$ cat config.mk
export PLATFORM = sky130hd
export DESIGN_NAME = stack_engine
export DESIGN_NICKNAME = d
export VERILOG_FILES = /design/src/rtl/stack_pkg.sv /design/src/rtl/stack_bounds_chk.sv /design/src/rtl/stack_engine.sv
export SDC_FILE = /design/constraint.sdc
export NUM_CORES = 1
export LEC_CHECK = 0
export BUFFER_PORTS_ARGS = -buffer_cell sky130_fd_sc_hd__buf_4
export CAP_MARGIN = 40
export CORE_ASPECT_RATIO = 0.75
export CORE_MARGIN = 3
export CORE_UTILIZATION = 55
export DETAILED_ROUTE_END_ITERATION = 8
export PLACE_DENSITY = 0.95
export SLEW_MARGIN = 20
export SYNTH_ARGS = -nofsm -noshare
export SYNTH_HDL_FRONTEND = slang
export SYNTH_SLANG_ARGS = --single-unit
$ cat constraint.sdc
create_clock -name clk -period 6.2 [get_ports clk]
set_input_delay 1.86 -clock clk [delete_from_list [all_inputs] [get_ports clk]]
set_output_delay 1.86 -clock clk [all_outputs]
set_load 0.05 [all_outputs]
$ cat src/rtl/stack_pkg.sv
`default_nettype none
// ============================================================================
//  Module   : stack_pkg
//  Brief    : Shared types and constants for the stack engine: FSM state
//             encoding, push/pop op encoding, default stack bounds.
//  Revision : 1.0 - initial release
// ============================================================================
package stack_pkg;

    // Engine FSM states; ERR is only reachable with bounds checking built in
    typedef enum logic [1:0] {
        IDLE = 2'd0,
        MEM  = 2'd1,
        UPD  = 2'd2,
        ERR  = 2'd3
    } state_t;

    // op_push encoding
    localparam logic c_op_pop  = 1'b0;
    localparam logic c_op_push = 1'b1;

    // Empty-stack SP (also the SP reset value) and lowest legal SP
    localparam logic [15:0] c_stack_base_default  = 16'hFFFF;
    localparam logic [15:0] c_stack_limit_default = 16'hFF00;

endpackage : stack_pkg
`default_nettype wire

$ cat src/rtl/stack_bounds_chk.sv
`default_nettype none
// ============================================================================
//  Module   : stack_bounds_chk
//  Brief    : Combinational overflow/underflow detection for a requested
//             stack operation against the configured stack bounds.
//  Revision : 1.0 - initial release
// ============================================================================
module stack_bounds_chk
    import stack_pkg::*;
#(
    parameter logic [15:0] STACK_BASE  = c_stack_base_default,
    parameter logic [15:0] STACK_LIMIT = c_stack_limit_default
) (
    input  logic [15:0] sp,
    input  logic        push,
    output logic        ovf,
    output logic        udf
);

    // Push at the limit would write below the stack; pop at base has nothing to read
    always_comb begin
        ovf = (push == c_op_push) && (sp == STACK_LIMIT);
        udf = (push == c_op_pop)  && (sp == STACK_BASE);
    end

endmodule : stack_bounds_chk
`default_nettype wire

$ cat src/rtl/stack_engine.sv
`default_nettype none
// ============================================================================
//  Module   : stack_engine
//  Brief    : Single-outstanding push/pop engine. Push writes mem[SP] then
//             SP-1 (post-decrement); pop reads mem[SP+1] then SP+1
//             (pre-increment). Memory handshake waits indefinitely for ack.
//             Optional bounds checking: define STACK_BOUNDS_CHECK_EN.
//  Revision : 1.0 - initial release
// ============================================================================
module stack_engine
    import stack_pkg::*;
#(
    parameter logic [15:0] STACK_BASE  = c_stack_base_default,
    parameter logic [15:0] STACK_LIMIT = c_stack_limit_default
) (
    input  logic        clk,
    input  logic        reset,
    // operation request
    input  logic        op_valid,
    output logic        op_ready,
    input  logic        op_push,
    input  logic [15:0] op_data,
    // completion result
    output logic        res_valid,
    output logic [15:0] res_data,
    output logic        res_err,
    // SP register interface
    input  logic [15:0] sp_val,
    output logic        sp_push,
    output logic        sp_pop,
    output logic [15:0] sp_new,
    // stack memory
    output logic        mem_req,
    output logic        mem_we,
    output logic [15:0] mem_addr,
    output logic [15:0] mem_wdata,
    input  logic [15:0] mem_rdata,
    input  logic        mem_ack,
    // sticky error flags
    output logic        err_ovf,
    output logic        err_udf
);

    state_t      r_state;
    logic        r_push;
    logic [15:0] r_sp;

`ifdef STACK_BOUNDS_CHECK_EN
    logic w_ovf;
    logic w_udf;

    // Checked against the live request; these are the values latched on acceptance
    stack_bounds_chk #(
        .STACK_BASE  (STACK_BASE),
        .STACK_LIMIT (STACK_LIMIT)
    ) u_bounds_chk (
        .sp   (sp_val),
        .push (op_push),
        .ovf  (w_ovf),
        .udf  (w_udf)
    );
`else
    // Without bounds checking every operation wraps; no error can be raised
    logic w_unused_bounds;
    assign w_unused_bounds = ^{STACK_BASE, STACK_LIMIT};
    assign res_err = 1'b0;
    assign err_ovf = 1'b0;
    assign err_udf = 1'b0;
`endif

    // Control FSM with all outputs registered; reset abandons any memory access
    always_ff @(posedge clk or posedge reset) begin
        if (reset) begin
            r_state   <= IDLE;
            r_push    <= 1'b0;
            r_sp      <= 16'h0000;
            op_ready  <= 1'b1;
            res_valid <= 1'b0;
            res_data  <= 16'h0000;
            sp_push   <= 1'b0;
            sp_pop    <= 1'b0;
            sp_new    <= 16'h0000;
            mem_req   <= 1'b0;
            mem_we    <= 1'b0;
            mem_addr  <= 16'h0000;
            mem_wdata <= 16'h0000;
`ifdef STACK_BOUNDS_CHECK_EN
            res_err   <= 1'b0;
            err_ovf   <= 1'b0;
            err_udf   <= 1'b0;
`endif
        end else begin
            case (r_state)
                IDLE: begin
                    if (op_valid && op_ready) begin
                        r_push   <= op_push;
                        r_sp     <= sp_val;
                        op_ready <= 1'b0;
`ifdef STACK_BOUNDS_CHECK_EN
                        if (w_ovf || w_udf) begin
                            r_state   <= ERR;
                            res_valid <= 1'b1;
                            res_err   <= 1'b1;
                            res_data  <= 16'h0000;
                            err_ovf   <= err_ovf | w_ovf;
                            err_udf   <= err_udf | w_udf;
                        end else
`endif
                        begin
                            r_state   <= MEM;
                            mem_req   <= 1'b1;
                            mem_we    <= op_push;
                            mem_wdata <= op_data;
                            // Push writes at SP, pop reads one above it
                            mem_addr  <= (op_push == c_op_push) ? sp_val : sp_val + 16'd1;
                        end
                    end
                end

                MEM: begin
                    if (mem_ack) begin
                        r_state   <= UPD;
                        mem_req   <= 1'b0;
                        mem_we    <= 1'b0;
                        res_valid <= 1'b1;
                        if (r_push == c_op_push) begin
                            sp_push  <= 1'b1;
                            sp_new   <= r_sp - 16'd1;
                            res_data <= 16'h0000;
                        end else begin
                            sp_pop   <= 1'b1;
                            sp_new   <= r_sp + 16'd1;
                            res_data <= mem_rdata;
                        end
                    end
                end

                UPD: begin
                    r_state   <= IDLE;
                    op_ready  <= 1'b1;
                    res_valid <= 1'b0;
                    res_data  <= 16'h0000;
                    sp_push   <= 1'b0;
                    sp_pop    <= 1'b0;
                end

`ifdef STACK_BOUNDS_CHECK_EN
                ERR: begin
                    r_state   <= IDLE;
                    op_ready  <= 1'b1;
                    res_valid <= 1'b0;
                    res_err   <= 1'b0;
                end
`endif

                default: begin
                    r_state   <= IDLE;
                    op_ready  <= 1'b1;
                    res_valid <= 1'b0;
                    sp_push   <= 1'b0;
                    sp_pop    <= 1'b0;
                    mem_req   <= 1'b0;
                end
            endcase
        end
    end

endmodule : stack_engine
`default_nettype wire

==> flow_summary.toml, run 1 <==
[clock_tree]
cts_tree = "built"
clk_pin_slew_ns = 0.09
hold_buffers = 0
cts-root-buf = "clkbuf_8"
cts_inserted_buffers = 9
post_cts_buffers = 0
cts.sinks = 89
clockBufferDepth = 2
h-tree-depth = 3
clk_latency_ns = 0.35
cts-resized-gates = 0

[sta]
fin_worst_skew_ns = 0.007037
rsz0062_at_grt = "no"
fin_tns_setup_ns = 0
min_period_over_period = 0.5456
hold_viol = 0
finalSetupViolCount = 0
clock.fmax_ghz = 0.2956
slew_headroom = 0.5604
worst-slew-pin-transition_ns = 0.6594
drv_slew = 0
layout_min_cycle_time_ns = 3.383

[global_route]
grt_first_pass_wirelength_mm = 16.68
grt_pass1_vias = 3414
grt_antenna_before_repair = 0
grt_max_degree = 69
grtUsageTotal = 0.2379
gr-total-overflow = 0

[finish]
ff_latch_area_sq_um = 2228
fin_area_sq_um = 5517
multiInputGateArea_sq_um = 1932
diodes = 0
nNetsFinal = 638
fillers = 547
post-route-util = 0.7356
final_layout_size_suffix_gt1_frac = 0.2692
area_growth_pct = 27.58

[yosys]
synth_top_family_by_area = "simple AND/OR/NAND/NOR gates"
synthMuxAreaShare = 0.002315
yosys-top-cells-area = "dfrtp_1 (51%), nand2_1 (12%), ha_1 (4.3%)"
ys_seq_area_frac = 0.5153
yosysTopAreaCellShare = 0.5093
syn_avg_cell_area_sq_um = 9.525
synth_cells = 454
synth_xor_area_frac = 0.05064
ys_types = 54
synth_top_area_cell = "dfrtp_1"
synth-simple-area-share = 0.1887
synth_flop_cell = "dfrtp_1"
synth-compound-area-share = 0.1534
ys_ff_latch = 89
synth_fa_ha_area_frac = 0.04803
synth_common_cells = "nand2_1 (141), dfrtp_1 (88), o21ai_0 (32)"
syn_area_sq_um = 4324
async_reset_ff_frac = 1.000
synth.most_common_cell = "nand2_1"
yosysWarnings = 0
synth_edf_count = 0

[min_path]
hold_path_class = "reg -> reg"

[route]
avgViaCountPerCell = 5.462
drt_iter0_drc = 217
ant_nets = 0
post_drt_wl_per_cell_microns = 15.65
drcViolationCount = 0
via_count = 3676
finalWirelength_mm = 10.54
firstDrtPassIters = 4

[placed_design]
port_buffers = 122
placed_cell_area_sq_um = 5276
place.gp.congestion = 0.8043
dp_hpwl_mm = 7.576

[setup_path]
cp-start-kind = "primary input"
required_ns = 6.49
path_class = "in -> reg"
crit_path_max_fanout = 19
arrival_ns = 3.67
crit_path_end_kind = "flop"

[floorplan]
initial_core_util = 0.5766
die_w_microns = 108.4
die_h_microns = 82.79
rows = 27
ios = 126
dieArea_sq_um = 8973
core_area_sq_um = 7500

[status]
outcome = "finished clean"

[job]
drv_cap = 0
cell families (layout without fill, tap and decap cells):
kind of cell,count (synthesis),count (layout)
buffers and inverters,34,150
other,1,3
xor gates and xnor gates,25,25
adders and majority gates,16,16
muxes,1,1
and+or+nand+nor,191,191
AOI/OAI and AO/OA,97,97
DFF,89,89
worst max-delay path: stages:
cell and delay [ns]:
buf_4 0.13, nand2b_1 0.08, or2_1 0.48, buf_8 0.24, clkinv_4 0.10, a21oi_2 0.51
a22o_1 0.27
layer usage:
layer  up-vias  GRT usage  routed length, microns
met4         0    0.06179                      97
met3        11    0.05723                     790
li1       1774          -                       -
met1      1743     0.3569                    4942
met2       148     0.3480                    4705
met5         -          0                       0
placed cells by master (no fill, tap or decap), types with 3 or more instances in the layout:
master / synthesis / routed
xnor2_1: 7 / 7
dfrtp_1: 88 / 88
clkbuf_8: 0 / 9
ha_1: 15 / 15
nand3_1: 12 / 11
a21oi_1: 12 / 12
conb_1: 1 / 3
a31oi_1: 6 / 6
xor2_1: 18 / 18
nor2_1: 11 / 11
and3_1: 5 / 5
a22o_1: 15 / 15
nand4_1: 8 / 8
o21ai_0: 32 / 32
buf_4: 6 / 125
inv_1: 7 / 6
o21a_1: 4 / 4
a21o_1: 7 / 7
nand2_1: 141 / 141
area by class of cell:
| class | instances | area share |
|---|---|---|
| Multi-Input combinational cell | 333 | 0.3502 |
| Inverter | 8 | 0.006577 |
| Clock buffer | 9 | 0.02245 |
| Sequential cell | 89 | 0.4039 |
| Clock inverter | 5 | 0.01474 |
| Tap cell | 101 | 0.02291 |
| Timing Repair Buffer | 128 | 0.1792 |
sequential cells by signal (all words and copies together) (netlist names):
| name | flops |
|---|---|
| sp_pop | 1 |
| sp_push | 1 |
| r_push | 1 |
| r_state | 2 |
| mem_wdata | 16 |
| op_ready | 1 |
| res_valid | 1 |
| res_data | 16 |
| mem_req | 1 |
| sp_new | 16 |
| mem_we | 1 |
| mem_addr | 16 |
| r_sp | 16 |
metrics by stage:
step	worst slack, ns	hold WS [ns]	instances
after floorplan	2.035	0.4497	456
after global routing	2.673	0.5039	673
final	2.817	0.4831	673
after CTS	2.853	0.4843	671
after detailed placement	2.488	0.4631	657
after global placement	2.342	0.4600	656
path summary, 6_finish.rpt:
check | depth (start not counted) | to | from | slack (ns)
max | 7 | res_data[0] | mem_ack | 2.82
min | 2 | mem_wdata[8] | mem_wdata[8] | 0.48
max reg2reg | 6 | res_data[0] | r_state[1] | 3.83
min reg2reg | 2 | mem_wdata[8] | mem_wdata[8] | 0.48
max in group asynchronous | 4 | op_ready | reset | 3.84
min in group asynchronous | 2 | mem_wdata[15] | reset | 1.36
Power of run 1 is not shown: default switching activity piles up to over one toggle a cycle in this logic, so the estimate is an artifact.
==> run 2: changes to the inputs <==
CORE_UTILIZATION = 52   (was 55)
PLACE_DENSITY = 0.91   (was 0.95)
clock period = 3.4 ns   (was 6.2 ns; I/O delays follow)
==> run 2 against run 1 <==
  * Clock skew up 0.0071 ns
  * Routed wire length shrank 1.1%
  * Final cell count grew 0.74%
  * Sequential share of layout area down 0.14 points
  * Setup slack got worse by 1.9 ns
  * Global-route usage fell by 1.7 points
  * First-iteration DRC count increased by 4.6%
  * Via count up 0.11%
  * Flip-flop and latch count unchanged
  * Highest routed layer unchanged
==> flow_summary.toml, run 2 (synthesis gave the netlist of run 1 again) <==
[status]
outcome = "finished clean"

[setup_path]
r2r_slack_ns = 0.89
cp-start-kind = "flop"
arrival_ns = 2.75
crit_path_max_fanout = 20
crit_path_end_kind = "flop"
path_class = "reg -> reg"
reg2reg_depth = 6
rr_endpoint = "sp_new[11]"
required_ns = 3.64
r2r_start = "r_push"

[floorplan]
dieArea_sq_um = 9457
initial_core_util = 0.5414
die_w_microns = 111.3
die_h_microns = 84.98
ios = 126
rows = 28
core_area_sq_um = 7988

[route]
drcViolationCount = 0
post_drt_wl_per_cell_microns = 15.37
finalWirelength_mm = 10.42
via_count = 3680
avgViaCountPerCell = 5.428
ant_nets = 0
firstDrtPassIters = 4
drt_iter0_drc = 227

[finish]
nNetsFinal = 637
diodes = 0
final_cell_mix = "nand2_1 (141), buf_4 (126), dfrtp_1 (88)"
fin_area_sq_um = 5535
layout_commonest_cell = "nand2_1"
area_growth_pct = 28.01
final_layout_size_suffix_gt1_frac = 0.2688

[clock_tree]
hold_buffers = 0
cts.sinks = 89
cts-resized-gates = 0
clk_latency_ns = 0.35
post_cts_buffers = 0
cts_inserted_buffers = 9
cts-root-buf = "clkbuf_8"
h-tree-depth = 3
clockBufferDepth = 2
clk_pin_slew_ns = 0.09
cts_tree = "built"

[min_path]
hold_path_class = "reg -> reg"
min_to = "mem_wdata[15]"
min_from = "mem_wdata[15]"
hold_depth = 2

[sta]
hold_viol = 0
rsz0062_at_grt = "no"
finalSetupViolCount = 0
fin_worst_skew_ns = 0.01416
slew_headroom = 0.5178
min_period_over_period = 0.7393
layout_min_cycle_time_ns = 2.514
fin_tns_setup_ns = 0
worst-slew-pin-transition_ns = 0.7233
clock.fmax_ghz = 0.3978
drv_slew = 0

[placed_design]
place.gp.congestion = 0.8570
dp_hpwl_mm = 7.679
placed_cell_area_sq_um = 5294
port_buffers = 122

[global_route]
gr-total-overflow = 0
grt_first_pass_wirelength_mm = 17.35
grt_pass1_vias = 3575
grtUsageTotal = 0.2213
grt_antenna_before_repair = 0
grt_max_degree = 51

[job]
drv_cap = 0
[run 2: cell types whose count changed in the layout (fill, tap and decap cells not counted)]
cell        change
buf_4           +1
clkinv_2        -1
bufinv_16       +1
buf_8           -2
clkinvlp_4      +1
clkbuf_1        +1
[run 2: metal layers]
layer,up-vias,wire length [microns],track usage
met5,-,0,0
met4,0,82,0.04420
met3,11,921,0.06914
met2,159,4709,0.3377
met1,1731,4711,0.3168
li1,1779,-,-
[run 2: final cells by class]
class	count	area [sq um]
Fill cell	602	2452
Sequential cell	89	2228
Multi-Input combinational cell	333	1932
Timing Repair Buffer	127	965.9
Tap cell	105	131.4
Clock buffer	10	127.6
Clock inverter	6	113.9
Inverter	8	36.28
[run 2: worst max-delay path: stages, from the launching register on]
cell and delay [ns]:
dfrtp_1 0.82, ha_1 0.37, a211oi_1 0.38, o21ai_2 0.15, a31oi_2 0.27, o21ai_0 0.12
a221o_1 0.30
[run 2: stage by stage]
stage / cells / hold slack (ns) / setup slack, ns / utilization
2_1_floorplan: 456 / 0.4497 / 0.07475 / -
3_3_place_gp: 662 / 0.4603 / 1.004 / 0.6628
3_5_place_dp: 662 / 0.4641 / 0.9005 / 0.6628
4_1_cts: 678 / 0.4839 / 0.8966 / 0.6930
5_1_grt: 678 / 0.5056 / 0.6956 / 0.6930
6_report: 678 / 0.4809 / 0.8865 / 0.6930
[run 2: worst max-delay path by stage]
stage | startpoint | end | slack [ns] | depth (start not counted)
after floorplan | reset | mem_addr[0] | 0.07 | 1
after global placement | r_push | sp_new[11] | 1.00 | 6
after detailed placement | r_push | sp_new[11] | 0.90 | 6
after CTS | r_push | sp_new[11] | 0.90 | 6
after global routing | r_push | sp_new[11] | 0.70 | 6
final | r_push | sp_new[11] | 0.89 | 6
Power of run 2 is left out for the same reason.
